**config.mk**
```make
export PLATFORM = sky130hd
export DESIGN_NAME = alu_cmd_sequencer
export DESIGN_NICKNAME = d
export VERILOG_FILES = /design/src/rtl/alu_cmd_sequencer_pkg.sv /design/src/rtl/alu_cmd_sequencer.sv
export SDC_FILE = /design/constraint.sdc
export NUM_CORES = 1
export LEC_CHECK = 0
export ABC_AREA = 1
export CAP_MARGIN = 20
export CORE_MARGIN = 2
export CORE_UTILIZATION = 50
export CTS_BUF_LIST = sky130_fd_sc_hd__clkbuf_8
export DETAILED_ROUTE_END_ITERATION = 8
export PLACE_DENSITY = 0.81
export SLEW_MARGIN = 40
export SYNTH_ARGS = -nofsm -noshare
export SYNTH_HDL_FRONTEND = slang
export SYNTH_SLANG_ARGS = --single-unit
```
**constraint.sdc**
```tcl
create_clock -name clk -period 3.7 [get_ports clk]
set_input_delay 0.925 -clock clk [delete_from_list [all_inputs] [get_ports clk]]
set_output_delay 0.925 -clock clk [all_outputs]
set_load 0.02 [all_outputs]
```
**src/rtl/alu_cmd_sequencer_pkg.sv**
```systemverilog
// Shared constants for the ALU command sequencer: datapath widths,
// ALU select codes, extended command codes and FSM state encoding.
package alu_cmd_sequencer_pkg;

  localparam int DW  = 4;  // accumulator / operand width
  localparam int SW  = 3;  // ALU select width
  localparam int OPW = 4;  // command opcode width

  // ALU select codes (cmd_op = {1'b0, OP_x})
  localparam logic [SW-1:0] OP_ADD = 3'b000;
  localparam logic [SW-1:0] OP_SUB = 3'b001;
  localparam logic [SW-1:0] OP_AND = 3'b010;
  localparam logic [SW-1:0] OP_OR  = 3'b011;
  localparam logic [SW-1:0] OP_XOR = 3'b100;
  localparam logic [SW-1:0] OP_NOT = 3'b101;
  localparam logic [SW-1:0] OP_SHL = 3'b110;
  localparam logic [SW-1:0] OP_SHR = 3'b111;

  // Sequencer-only commands; 1011..1111 are illegal
  localparam logic [OPW-1:0] CMD_LOAD = 4'b1000;
  localparam logic [OPW-1:0] CMD_MUL  = 4'b1001;
  localparam logic [OPW-1:0] CMD_CLR  = 4'b1010;

  typedef enum logic [1:0] {
    ST_IDLE = 2'd0,
    ST_EXEC = 2'd1,
    ST_MUL  = 2'd2,
    ST_RESP = 2'd3
  } state_t;

  function automatic logic is_zero(input logic [DW-1:0] v);
    return (v == '0);
  endfunction

endpackage

```
**src/rtl/alu_cmd_sequencer.sv**
```systemverilog
// Command sequencer in front of the 4-bit combinational ALU. Holds the
// accumulator, drives the ALU for single-cycle ops, runs a 4-step
// shift-and-add multiply through the ALU adder, and returns one response
// per command over a valid/ready handshake.
//
// state | meaning
// IDLE  | cmd_ready high, waiting for a command
// EXEC  | one-cycle ALU/LOAD/CLR/illegal update of acc and flags
// MUL   | four shift-and-add iterations through the ALU adder
// RESP  | first cycle publishes rsp_valid, then holds until rsp_ready
module alu_cmd_sequencer
  import alu_cmd_sequencer_pkg::*;
(
  input  logic           clk,
  input  logic           rst,
  input  logic           cmd_valid,
  output logic           cmd_ready,
  input  logic [OPW-1:0] cmd_op,
  input  logic [DW-1:0]  cmd_data,
  output logic [DW-1:0]  alu_a,
  output logic [DW-1:0]  alu_b,
  output logic [SW-1:0]  alu_s,
  input  logic [DW-1:0]  alu_y,
  input  logic           alu_cout,
  input  logic           alu_zero,
  output logic           rsp_valid,
  input  logic           rsp_ready,
  output logic [DW-1:0]  rsp_acc,
  output logic           rsp_cout,
  output logic           rsp_zero,
  output logic           rsp_err
);

  state_t          state_q;
  logic [OPW-1:0]  op_q;
  logic [DW-1:0]   data_q;
  logic [DW-1:0]   acc_q;
  logic [DW-1:0]   partial_q;
  logic [DW-1:0]   mcand_q;
  logic            lost_q;   // a set bit has been shifted out of mcand
  logic            ovf_q;    // product is known to exceed 4 bits
  logic [1:0]      iter_q;
  logic            cmd_ready_q;
  logic            rsp_valid_q;
  logic            rsp_cout_q;
  logic            rsp_zero_q;
  logic            rsp_err_q;

  logic [DW-1:0]   exec_acc_d;
  logic            exec_cout_d;
  logic            exec_zero_d;
  logic            exec_err_d;

  logic            mul_take;
  logic [DW-1:0]   mul_partial_d;
  logic            mul_ovf_d;
  logic [DW-1:0]   mcand_d;
  logic            lost_d;

  // ALU operand steering: real work only in EXEC (ALU ops) and MUL
  always_comb begin
    alu_a = acc_q;
    alu_b = '0;
    alu_s = OP_ADD;
    if (state_q == ST_EXEC && !op_q[3]) begin
      alu_b = data_q;
      alu_s = op_q[SW-1:0];
    end else if (state_q == ST_MUL) begin
      alu_a = partial_q;
      alu_b = mcand_q;
      alu_s = OP_ADD;
    end
  end

  // Single-cycle command result: ALU capture, LOAD, CLR or illegal
  always_comb begin
    exec_acc_d  = acc_q;
    exec_cout_d = 1'b0;
    exec_zero_d = is_zero(acc_q);
    exec_err_d  = 1'b0;
    if (!op_q[3]) begin
      exec_acc_d  = alu_y;
      exec_cout_d = alu_cout;
      exec_zero_d = alu_zero;
    end else begin
      case (op_q)
        CMD_LOAD: begin
          exec_acc_d  = data_q;
          exec_zero_d = is_zero(data_q);
        end
        CMD_CLR: begin
          exec_acc_d  = '0;
          exec_zero_d = 1'b1;
        end
        default: exec_err_d = 1'b1;
      endcase
    end
  end

  // One shift-and-add step; overflow is flagged when an accumulated term
  // either carries out of the adder or had already lost bits off the top
  always_comb begin
    mul_take      = data_q[iter_q];
    mul_partial_d = mul_take ? alu_y : partial_q;
    mul_ovf_d     = ovf_q | (mul_take & (alu_cout | lost_q));
    mcand_d       = {mcand_q[DW-2:0], 1'b0};
    lost_d        = lost_q | mcand_q[DW-1];
  end

  // Sequencer FSM with registered handshake and response outputs
  always_ff @(posedge clk or posedge rst) begin
    if (rst) begin
      state_q     <= ST_IDLE;
      op_q        <= '0;
      data_q      <= '0;
      acc_q       <= '0;
      partial_q   <= '0;
      mcand_q     <= '0;
      lost_q      <= 1'b0;
      ovf_q       <= 1'b0;
      iter_q      <= '0;
      cmd_ready_q <= 1'b1;
      rsp_valid_q <= 1'b0;
      rsp_cout_q  <= 1'b0;
      rsp_zero_q  <= 1'b1;
      rsp_err_q   <= 1'b0;
    end else begin
      case (state_q)
        ST_IDLE: begin
          if (cmd_valid && cmd_ready_q) begin
            op_q        <= cmd_op;
            data_q      <= cmd_data;
            cmd_ready_q <= 1'b0;
            if (cmd_op == CMD_MUL) begin
              partial_q <= '0;
              mcand_q   <= acc_q;
              lost_q    <= 1'b0;
              ovf_q     <= 1'b0;
              iter_q    <= '0;
              state_q   <= ST_MUL;
            end else begin
              state_q   <= ST_EXEC;
            end
          end
        end
        ST_EXEC: begin
          acc_q      <= exec_acc_d;
          rsp_cout_q <= exec_cout_d;
          rsp_zero_q <= exec_zero_d;
          rsp_err_q  <= exec_err_d;
          state_q    <= ST_RESP;
        end
        ST_MUL: begin
          partial_q <= mul_partial_d;
          mcand_q   <= mcand_d;
          lost_q    <= lost_d;
          ovf_q     <= mul_ovf_d;
          iter_q    <= iter_q + 2'd1;
          if (iter_q == 2'd3) begin
            acc_q      <= mul_partial_d;
            rsp_cout_q <= mul_ovf_d;
            rsp_zero_q <= is_zero(mul_partial_d);
            rsp_err_q  <= 1'b0;
            state_q    <= ST_RESP;
          end
        end
        ST_RESP: begin
          if (!rsp_valid_q) begin
            rsp_valid_q <= 1'b1;
          end else if (rsp_ready) begin
            rsp_valid_q <= 1'b0;
            cmd_ready_q <= 1'b1;
            state_q     <= ST_IDLE;
          end
        end
        default: state_q <= ST_IDLE;
      endcase
    end
  end

  assign cmd_ready = cmd_ready_q;
  assign rsp_valid = rsp_valid_q;
  assign rsp_acc   = acc_q;
  assign rsp_cout  = rsp_cout_q;
  assign rsp_zero  = rsp_zero_q;
  assign rsp_err   = rsp_err_q;

endmodule

```
==> flow_summary.yaml, run 1 <==
status:
  run_status: "complete, no violations"
placed_design:
  dp_hpwl_mm: 3.17
  placed_cells: 310
  routabilityCongestion: 0.882
  io_buffers: 37
global_route:
  antenna_violations_before_repair: 0
  grt_max_degree: 32
  grt_pass1_wl_mm: 7.29
  globalRouteOverflowTotal: 0
  vias_in_the_first_global_route: 1599
  global_route.usage.total_pct: 23.4
final_layout:
  layout-area-overhead-vs-synth_pct: 27.4
  num-nets-final: 295
  mostFrequentLayoutCell: "nand2_1"
  drive_gt1_share_pct: 7.35
  insertedDiodeCount: 0
  fillers: 312
  utilization_pct: 66.9
  highest_count_cells_in_the_layout_ignoring_fill_and_taps: "nand2_1, clkdlybuf4s50_1, inv_1"
  final-instance-count-excl-fill: 318
timing:
  fin_crit_sh_pct: 87.7
  clock-skew-final_ps: 10.4
  setup-violations-final: 0
  grt_setup_unrepaired: "no"
  period_minus_slack_ps: 3250
  worst_slew_margin_rel_pct: 71.0
  report.final.slew_viol_count: 0
  totalNegativeSetupSlack_ps: 0
  fmax_ghz: 0.308
  worst_margin_slew_ps: 435
  final-hold-violation-count: 0
  finalHoldWorstSlack_ps: 488
cts:
  ctsHoldBuffers: 0
  post_cts_resize_count: 0
  cts.path.max_buffers: 2
  tritoncts: "done"
  clk_pin_slew_worst_paths_ps: 60
  cts-buffers-inserted: 5
  clkLatencyLatePin_ps: 280
  clock-root-buffer: "clkbuf_8"
  htree_num_levels: 2
  cts_setup_buffers: 0
  number_of_sinks_on_the_clock_net: 31
flow_run:
  cap_violations: 0
critical_path:
  cp_max_fanout: 11
  setup.worst_path.class: "flip-flop to output pin"
  cp.buffers_inverters: 2
  slowest_cell_on_the_critical_path: "clkdlybuf4s50_1"
  critical-path-top-cell-by-count: "nand2_1"
  worstPathCellList: "inv_1 > ha_1 > nand2_1 > nand2_1 > nor2_1 > a21oi_1 > clkdlybuf4s50_1"
  cp.arrival_ps: 2320
  critPathLaunch: "state_q[1]"
  cpLargestDelayFamily: "buffers and inverters"
  worst_ep_required_time_ps: 2770
  max_stage_delay_ps: 620
  r2r_start: "state_q[0]"
  setup.worst_path.start_class: "flip-flop"
  cp-end-kind: "output pin"
drt:
  routed_wire_length_per_instance_um: 13.1
  detailedRoute.firstPassIterationCount: 4
  viasPerCell: 5.22
  final_antenna_net_count: 0
  vias: 1659
  wirelength_mm: 4.16
  route.detailed.drc: 0
  detailedRoute.firstIterationViolations: 125
die:
  num_rows: 21
  floorplan.initialDensity_pct: 52.5
  x_dimension_of_the_die_um: 63.4
  coreArea_um2: 3360
  die_h_um: 63.4
  design.die.area_um2: 4020
  ios: 38
hold_path:
  class_of_the_tightest_hold_or_removal_check: "flip-flop to flip-flop"
  min_from: "ovf_q"
synth:
  post_synth_fa_ha_maj_area_fraction_pct: 4.25
  post_synth_num_cell_types: 26
  syn-num-nets: 254
  synth.avg_cell_area_um2: 7.68
  synth_compound_area_share_pct: 18.4
  yosys_register_bits: 31
  synthMuxAreaShare_pct: 0
  post_synth_xor_area_fraction_pct: 0
  synth_seq_area_share_pct: 44.1
  synth_top_family_by_area: "simple AND/OR/NAND/NOR gates"
  synthCells: 230
  syn-cell-area_um2: 1770
  synthesis.yosys.warnings: 0
  post_synth_and_or_nand_nor_area_fraction_pct: 23.4
power:
  p_leak_nw: 1.06
  vdd_ir_drop_max_v: 0.000499
  power_density_nw_per_um2: 944
-- flip-flops by register name, summed over array words and instances (netlist names), 2 cells and up --
name and count:
rsp_acc 4, mcand_q 4, state_q 2, op_q 4, iter_q 2, data_q 4, partial_q 4
-- path summary, 6_finish.rpt --
path,slack (ps),cells past startpoint,endpoint
max,450,7,alu_a[0]
min,490,2,ovf_q
max reg2reg,1600,10,lost_q
min reg2reg,490,2,ovf_q
max in group asynchronous,2340,3,rsp_zero
min in group asynchronous,1020,3,data_q[1]
-- cell families (layout without fill, tap and decap cells) --
| logic type | count (synthesis) | in the layout |
|---|---|---|
| buf+inv | 40 | 82 |
| flops | 31 | 31 |
| simple gates | 98 | 98 |
| fa+ha+maj | 6 | 6 |
| compound gates | 55 | 55 |
-- worst register-to-register path, stage by stage (launching register included) --
cell and delay [ps]:
dfrtp_1 400, inv_1 120, ha_1 220, inv_1 100, nor3_4 100, buf_4 220
nand2_2 80, o21ai_2 170, inv_1 330, nor2_1 180, o21a_1 120
-- layer usage --
metal / up-vias / part of all wire [%] / GRT usage, %
li1: 834 / - / -
met1: 766 / 45 / 30.7
met2: 53 / 49 / 37.6
met3: 6 / 5.4 / 6.61
met4: 0 / 1.3 / 7.34
met5: - / 0 / 0
-- Yosys cell counts (all sizes together) --
master / number / share of area [%]
nand2: 53 / 12
inv: 34 / 7.2
o21ai: 30 / 9.6
dfrtp: 29 / 41
nor2: 26 / 5.7
nand3: 16 / 4.5
a21oi: 12 / 3.4
ha: 6 / 4.3
a31oi: 5 / 1.8
buf: 5 / 2.5
a221oi: 2 / 0.99
dfstp: 2 / 3.0
nand4: 2 / 0.71
o22ai: 2 / 0.71
a22o: 1 / 0.50
a32o: 1 / 0.57
clkbuf: 1 / 0.21
nor3: 1 / 0.92
o211ai: 1 / 0.43
o21a: 1 / 0.43
-- metrics by stage --
stage | power (mW) | area, um2 | setup slack (ps)
final | 2.12 | 2250 | 454
after global routing | 2.32 | 2250 | 214
after CTS | 2.13 | 2250 | 448
after detailed placement | 1.87 | 2170 | 748
after global placement | 1.85 | 2170 | 776
after floorplan | 1.46 | 1770 | 1360
-- final cells by class --
class / count / area [um2] / share of cell area, %
Timing Repair Buffer: 40 / 393 / 17.5
Tap cell: 46 / 57.6 / 2.56
Clock buffer: 5 / 68.8 / 3.06
Clock inverter: 3 / 11.3 / 0.501
Inverter: 34 / 128 / 5.68
Sequential cell: 31 / 778 / 34.6
Multi-Input combinational cell: 159 / 812 / 36.1
-- power by group --
| group | leakage [nW] | internal, mW | switching (mW) |
|---|---|---|---|
| Combinational | 0.629 | 0.487 | 0.767 |
| Sequential | 0.379 | 0.509 | 0.113 |
| Clock | 0.0519 | 0.125 | 0.121 |
(Power assumes the default switching activity.)
==> run 2: changes to the inputs <==
Settings changed: CORE_UTILIZATION 50 to 56, PLACE_DENSITY 0.81 to 0.89.
==> run 2 against run 1 <==
Net effect:
- non-clock buffer count unchanged
- sequential cell count stayed put
- highest routed layer unchanged
- via count is 5.1% higher
- largest cell class unchanged
- hold slack got worse by 10 ps
- sequential share of layout area shrank 0.53 points
==> flow_summary.yaml, run 2 (synthesis results as in run 1) <==
power:
  power_density_nw_per_um2: 994
  p_seq_share_pct: 27.7
  p_leak_nw: 1.07
  p_sw_mw: 1.05
  clkPwrFrac_pct: 15.6
  total_power_mw: 2.27
  vdd_ir_drop_max_v: 0.000497
  cell_internal_pwr_mw: 1.21
  pwr-share-comb_pct: 56.8
  netSwitchingFraction_pct: 46.5
final_layout:
  num-nets-final: 295
  highest_count_cells_in_the_layout_ignoring_fill_and_taps: "nand2_1, clkdlybuf4s50_1, inv_1"
  layout-area-overhead-vs-synth_pct: 29.3
  drive_gt1_share_pct: 8.46
  ff_latch_area_um2: 778
  utilization_pct: 75.4
  multi_input_comb_area_um2: 812
  insertedDiodeCount: 0
  fillers: 234
  mostFrequentLayoutCell: "nand2_1"
timing:
  clock-skew-final_ps: 7.32
  setup-violations-final: 0
  worst_slew_margin_rel_pct: 70.3
  worst_margin_slew_ps: 445
  report.final.slew_viol_count: 0
  grt_setup_unrepaired: "no"
  period_minus_slack_ps: 3380
  final-hold-violation-count: 0
  fin_crit_sh_pct: 91.3
  fmax_ghz: 0.296
  totalNegativeSetupSlack_ps: 0
die:
  floorplan.initialDensity_pct: 58.3
  x_dimension_of_the_die_um: 60.1
  die_h_um: 60.1
  num_rows: 20
  coreArea_um2: 3030
  ios: 38
  design.die.area_um2: 3620
placed_design:
  dp_hpwl_mm: 3.24
  io_buffers: 37
  routabilityCongestion: 0.878
drt:
  viasPerCell: 5.52
  routed_wire_length_per_instance_um: 14.1
  detailedRoute.firstPassIterationCount: 4
  detailedRoute.firstIterationViolations: 144
  final_antenna_net_count: 0
  route.detailed.drc: 0
  vias: 1743
  wirelength_mm: 4.45
critical_path:
  setup.worst_path.start_class: "flip-flop"
  r2r_start: "state_q[1]"
  setup.worst_path.class: "flip-flop to output pin"
  r2r-end: "lost_q"
  rrSetupSlack_ps: 1570
  worst_ep_required_time_ps: 2770
  cp_max_fanout: 11
  rr_worst_depth: 10
  cp.arrival_ps: 2450
  cp-end-kind: "output pin"
hold_path:
  worstHoldEndpoint: "ovf_q"
  min_from: "ovf_q"
  class_of_the_tightest_hold_or_removal_check: "flip-flop to flip-flop"
  hold-path-cell-count: 2
cts:
  cts.path.max_buffers: 2
  ctsHoldBuffers: 0
  clkLatencyLatePin_ps: 300
  clock-root-buffer: "clkbuf_8"
  cts_setup_buffers: 0
  htree_num_levels: 2
  tritoncts: "done"
  number_of_sinks_on_the_clock_net: 31
  post_cts_resize_count: 0
  clk_pin_slew_worst_paths_ps: 60
  cts-buffers-inserted: 5
status:
  run_status: "complete, no violations"
global_route:
  vias_in_the_first_global_route: 1592
  globalRouteOverflowTotal: 0
  grt_max_degree: 32
  global_route.usage.total_pct: 28.5
  antenna_violations_before_repair: 0
  grt_pass1_wl_mm: 7.43
flow_run:
  cap_violations: 0
run 2: layout make-up:
cell class	count	area share, %
multi-input combinational	159	35.6
timing repair buffer	40	17.2
clock inverter	2	1.53
sequential	31	34.1
inverter	34	5.59
tap	44	2.41
clock buffer	6	3.62
run 2: critical path, stage by stage (launching register included):
cell and delay, ps:
dfrtp_1 410, inv_1 150, ha_1 200, nand2_1 210
nand2_1 340, nor2_1 70, a21oi_1 140, clkdlybuf4s50_1 640
run 2: power by group through the flow:
stage | Clock [mW] | Sequential (mW) | Combinational [mW]
4_1_cts | 0.357 | 0.624 | 1.28
3_5_place_dp | 0 | 0.629 | 1.26
3_3_place_gp | 0 | 0.622 | 1.22
6_report | 0.353 | 0.628 | 1.29
2_1_floorplan | 0 | 0.663 | 0.792
5_1_grt | 0.369 | 0.644 | 1.43
run 2: worst max path at each step:
stage                          start       end  cells after the start
after floorplan           state_q[0]  alu_a[2]                      5
after global placement    state_q[1]  alu_b[3]                      6
after detailed placement  state_q[1]  alu_a[0]                      7
after CTS                 state_q[1]  alu_a[0]                      7
after global routing      state_q[1]  alu_a[0]                      7
final                     state_q[1]  alu_a[0]                      7
run 2: per-stage QoR:
stage	instances	area [um2]	hold slack, ps	worst slack [ps]
6_report	316	2280	477	322
5_1_grt	316	2280	510	153
4_1_cts	316	2280	480	357
3_5_place_dp	308	2170	464	729
3_3_place_gp	308	2170	463	802
2_1_floorplan	230	1770	450	1360
run 2: per-layer routing:
layer	vias up	part of all wire, %	global-route usage [%]
li1	835	-	-
met1	809	41	36.7
met2	87	48	44.7
met3	12	8.7	8.66
met4	0	2.2	11.4
met5	-	0	0
